### config.mk
export PLATFORM = sky130hd
export DESIGN_NAME = regfile_multiport
export DESIGN_NICKNAME = d
export VERILOG_FILES = /design/src/rtl/regfile_multiport.sv
export SDC_FILE = /design/constraint.sdc
export NUM_CORES = 2
export LEC_CHECK = 0
export BUFFER_PORTS_ARGS = -buffer_cell sky130_fd_sc_hd__buf_2
export CAP_MARGIN = 5
export CORE_MARGIN = 5
export CORE_UTILIZATION = 58
export CTS_CLUSTER_DIAMETER = 80
export DETAILED_ROUTE_END_ITERATION = 12
export MAX_ROUTING_LAYER = met4
export PLACE_DENSITY = 0.77
export SLEW_MARGIN = 25
export SYNTH_ARGS = -nofsm -noshare
export SYNTH_HDL_FRONTEND = slang
export SYNTH_SLANG_ARGS = --single-unit
### constraint.sdc
create_clock -name clk -period 3.3 [get_ports clk]
set_input_delay 0.165 -clock clk [delete_from_list [all_inputs] [get_ports clk]]
set_output_delay 0.165 -clock clk [all_outputs]
set_load 0.02 [all_outputs]
### src/rtl/regfile_multiport.sv
// rtl/regfile_multiport.sv - parametrised multi-read-port register file with sweep clear
// Optional same-cycle write-to-read forwarding is enabled by defining REGFILE_BYPASS_EN.
module regfile_multiport #(
  parameter  int XLEN  = 32,
  parameter  int NREGS = 32,
  parameter  int NRD   = 2,
  localparam int AW    = $clog2(NREGS)
) (
  input  logic                clk,
  input  logic                reset,
  input  logic                we3,
  input  logic [AW-1:0]       a3,
  input  logic [XLEN-1:0]     wd3,
  input  logic [NRD*AW-1:0]   ra,
  output logic [NRD*XLEN-1:0] rd,
  output logic                busy
);

  typedef enum logic {
    ST_CLEAR = 1'b0,
    ST_READY = 1'b1
  } state_t;

  state_t            state_q, state_d;
  logic [AW-1:0]     idx_q, idx_d;
  logic [XLEN-1:0]   rf_q [NREGS];
  logic [XLEN-1:0]   rf_d [NREGS];
  logic              wr_req;

  assign busy   = (state_q == ST_CLEAR);
  assign wr_req = (state_q == ST_READY) && we3 && (a3 != '0);

  always_comb begin
    state_d = state_q;
    idx_d   = idx_q;
    rf_d    = rf_q;
    if (!reset) begin
      unique case (state_q)
        ST_CLEAR: begin
          rf_d[idx_q] = '0;
          idx_d       = idx_q + AW'(1);
          if (idx_q == AW'(NREGS - 1)) begin
            state_d = ST_READY;
          end
        end
        ST_READY: begin
          if (wr_req) begin
            rf_d[a3] = wd3;
          end
        end
        default: state_d = ST_CLEAR;
      endcase
    end
    // Location 0 is constant so its storage folds away.
    rf_d[0] = '0;
  end

  always_ff @(posedge clk) begin
    if (reset) begin
      state_q <= ST_CLEAR;
      idx_q   <= AW'(1);
    end else begin
      state_q <= state_d;
      idx_q   <= idx_d;
    end
  end

  always_ff @(posedge clk) begin
    rf_q <= rf_d;
  end

  for (genvar k = 0; k < NRD; k++) begin : g_rd
    logic [AW-1:0] ra_k;
    logic          byp_k;

    assign ra_k = ra[k*AW +: AW];

`ifdef REGFILE_BYPASS_EN
    assign byp_k = wr_req && (a3 == ra_k);
`else
    assign byp_k = 1'b0;
`endif

    always_comb begin
      rd[k*XLEN +: XLEN] = rf_q[ra_k];
      if (busy || (ra_k == '0)) begin
        rd[k*XLEN +: XLEN] = '0;
      end else if (byp_k) begin
        rd[k*XLEN +: XLEN] = wd3;
      end
    end
  end

endmodule

==> reports/qor.csv <==
metric,value,unit
status,"finished, final reports clean",
pre-CTS setup slack,0.561,ns
Vias/cell,7.97,
met1 usage,0.516,
Post-synth EDFFs,992,
core area,99900,um^2
RSZ-0062 raised after global routing,false,
Max Slew Vio Count,0,
initial antenna violation count,9,
pwr/cell area,505,nW/um^2
num ports,115,
GR Util met2,0.582,
Antenna Nets Post-Route,0,
vias in the first global route,44800,
main area contributors after synthesis,"edfxtp_1 51%, mux4_2 11%, a22o_1 6.3%",
Worst setup EP type,output pin,
Comb pwr share,0.135,
Tmin final,3.16,ns
IO buf count,114,
clock power share,0.386,
Final setup viols,0,
share of layout cells above drive strength 1,0.230,
CP Launch Type,flop,
hold slack,0.0468,ns
"FFs w/ async S/R, synth",0,
Synth cell types,61,
met3 Usage GRT,0.170,
grt ovf,0,
Util after Layout,0.649,
DR DRC count,0,
Nets,4604,
1st-iter DRT viols,8640,
Max Freq,317,MHz
Syn Inst Count,4573,
drt wl/cell,36.8,um
Setup WS post-layout,0.144,ns
area share of the largest cell type after synthesis,0.511,
placed insts,5735,
Yosys warnings,0,
row count,116,
"wirelength, routed",218,mm
worst-case clock buffer depth,3,
Mapped Area,58300,um^2
Sum Neg Setup Slack,0,ns
Vert. Die Dim,327,um
WP data arrival,2.99,ns
worst vdd ir,0.467,mV
HP Class,primary input to flop,
clk_lat worst skew,0.72,ns
Layout Cells excl Fill,5941,
crit share post-route,0.956,
gr busiest metal,met2,
Final Hold Vio Count,0,
final setup skew,0.0221,ns
die area,107000,um^2
largest net degree at the start of global routing,68,
first-pass GRT wire length,314,mm
Starting Density,0.583,
Worst Path Max Fanout,22,
Int Pwr,24.0,mW
via count,47400,
Post-Syn Area per Cell,12.7,um^2
Clk Tree Root Cell,clkbuf_16,
Slew headroom,0.197,
HPWL reported at the end of detailed placement,140,mm
Leak,24.8,nW
post-CTS sizing,0,
Worst-path clk slew,0.07,ns
TritonCTS clock tree,built,
CTS Buf Count,105,
DR pass1 iterations,9,
Post-Syn Nets,4628,
max_cap viols,0,
Die Wd,327,um
register area share after synthesis,0.513,
share of power burned in registers,0.479,
Yosys reg bits,998,
worst slew pin tran,1.20,ns
area delta synth->final,11.3,%
WS Path Type,flop to output pin,
Tot GR Track Use,0.408,
top_reg_cell synth,edfxtp_1,
H-tree level count,3,
NetSw,8.78,mW
switching share of power,0.268,
CTS Sinks,998,
dominant cell type by area after synthesis,edfxtp_1,
GPL Wtd Cong,0.994,
Required @ worst endpoint,3.13,ns
## cell usage after synthesis (28+ instances only)
| cell type | n |
|---|---|
| edfxtp_1 | 992 |
| nand2_1 | 654 |
| o21ai_0 | 604 |
| a22o_1 | 416 |
| mux2i_1 | 326 |
| clkbuf_1 | 287 |
| mux4_2 | 274 |
| a21oi_1 | 99 |
| mux2_2 | 66 |
| buf_2 | 64 |
| nor2_1 | 58 |
| a221oi_1 | 52 |
| a31oi_1 | 47 |
| buf_1 | 46 |
| mux4_1 | 44 |
| a221oi_2 | 42 |
| and2_1 | 38 |
| nand2b_1 | 38 |
| buf_6 | 37 |
| o21ai_1 | 36 |
| nand3_1 | 33 |
| a221o_1 | 32 |
| o221a_2 | 32 |
| o22ai_1 | 32 |
| a2111oi_2 | 31 |
| o221ai_1 | 31 |
| a22oi_1 | 30 |
| buf_4 | 28 |
## power groups by stage
stage	clock network, mW	registers (mW)	logic (mW)
2_1_floorplan	0	15.6	2.91
3_3_place_gp	0	15.8	4.14
3_5_place_dp	0	15.9	4.25
4_1_cts	12.6	15.6	4.28
5_1_grt	13.1	15.7	4.60
6_report	12.6	15.7	4.44
## registers in the layout, summed over array words and instances, names as in the netlist
signal   count
rf_q       992
state_q      1
idx_q        5
## kinds of logic after synthesis
logic type | share of synthesized area
compound gates | 0.183
xor+xnor | 0.000451
fa+ha+maj | 0.00107
buf+inv | 0.0470
flops | 0.513
mux | 0.195
simple gates | 0.0606
## worst paths after layout
check / slack (ns) / startpoint / end / depth (start not counted)
hold / removal: 0.05 / wd3[18] / rf_q[274]$_DFFE_PP_ / 4
hold reg to reg: 0.57 / rf_q[863]$_DFFE_PP_ / rf_q[863]$_DFFE_PP_ / 2
setup reg to reg: 0.61 / idx_q[0]$_SDFFE_PP1N_ / rf_q[877]$_DFFE_PP_ / 7
setup / recovery: 0.14 / state_q$_SDFF_PP0_ / rd[37] / 5
## routing by layer
layer	wire length, um	up-vias	part of all wire
met4	12300	0	0.056
li1	-	18300	-
met3	40000	929	0.18
met1	72100	23100	0.33
met2	94100	5093	0.43
met5	0	-	0
## critical path, cell delays in order, from the launching register on
cell,delay (ns)
dfxtp_4,0.52
buf_4,0.30
o41ai_4,0.12
buf_4,0.29
a2111oi_2,0.72
buf_2,0.29
## final cells by class
class | count | area, um^2
diodes | 9 | 22.5
inverters | 13 | 48.8
fillers | 7230 | 35000
multi-input cells | 3066 | 26500
clock inverters | 73 | 881
repair buffers | 365 | 3200
clock buffers | 119 | 2680
well taps | 1298 | 1620
flip-flops and latches | 998 | 29900
## cells in the final DEF (no fill, tap or decap), drive strengths merged, types with 33 or more instances in the layout
| master | n |
|---|---|
| mux2i | 326 |
| a2111oi | 33 |
| edfxtp | 992 |
| clkbuf | 120 |
| a21oi | 99 |
| o21ai | 641 |
| a31oi | 47 |
| nand2b | 38 |
| a22o | 416 |
| buf | 360 |
| mux2 | 66 |
| a221oi | 94 |
| nand3 | 33 |
| mux4 | 318 |
| clkinv | 42 |
| nor2 | 58 |
| and2 | 38 |
| nand2 | 654 |
## per-stage QoR
stage / power [mW] / instance area (um^2)
after floorplan: 18.6 / 58300
after global placement: 20.0 / 61100
after detailed placement: 20.1 / 61200
after CTS: 32.5 / 64800
after global routing: 33.5 / 64800
final: 32.8 / 64800
## timing repair
item | CTS | global route
hold buffers | 4 | 0
buffers inserted | 0 | 0
endpoints found under the setup margin | 0 | 0
endpoints found under the hold margin | 15 | 0
(Power assumes the default switching activity.)
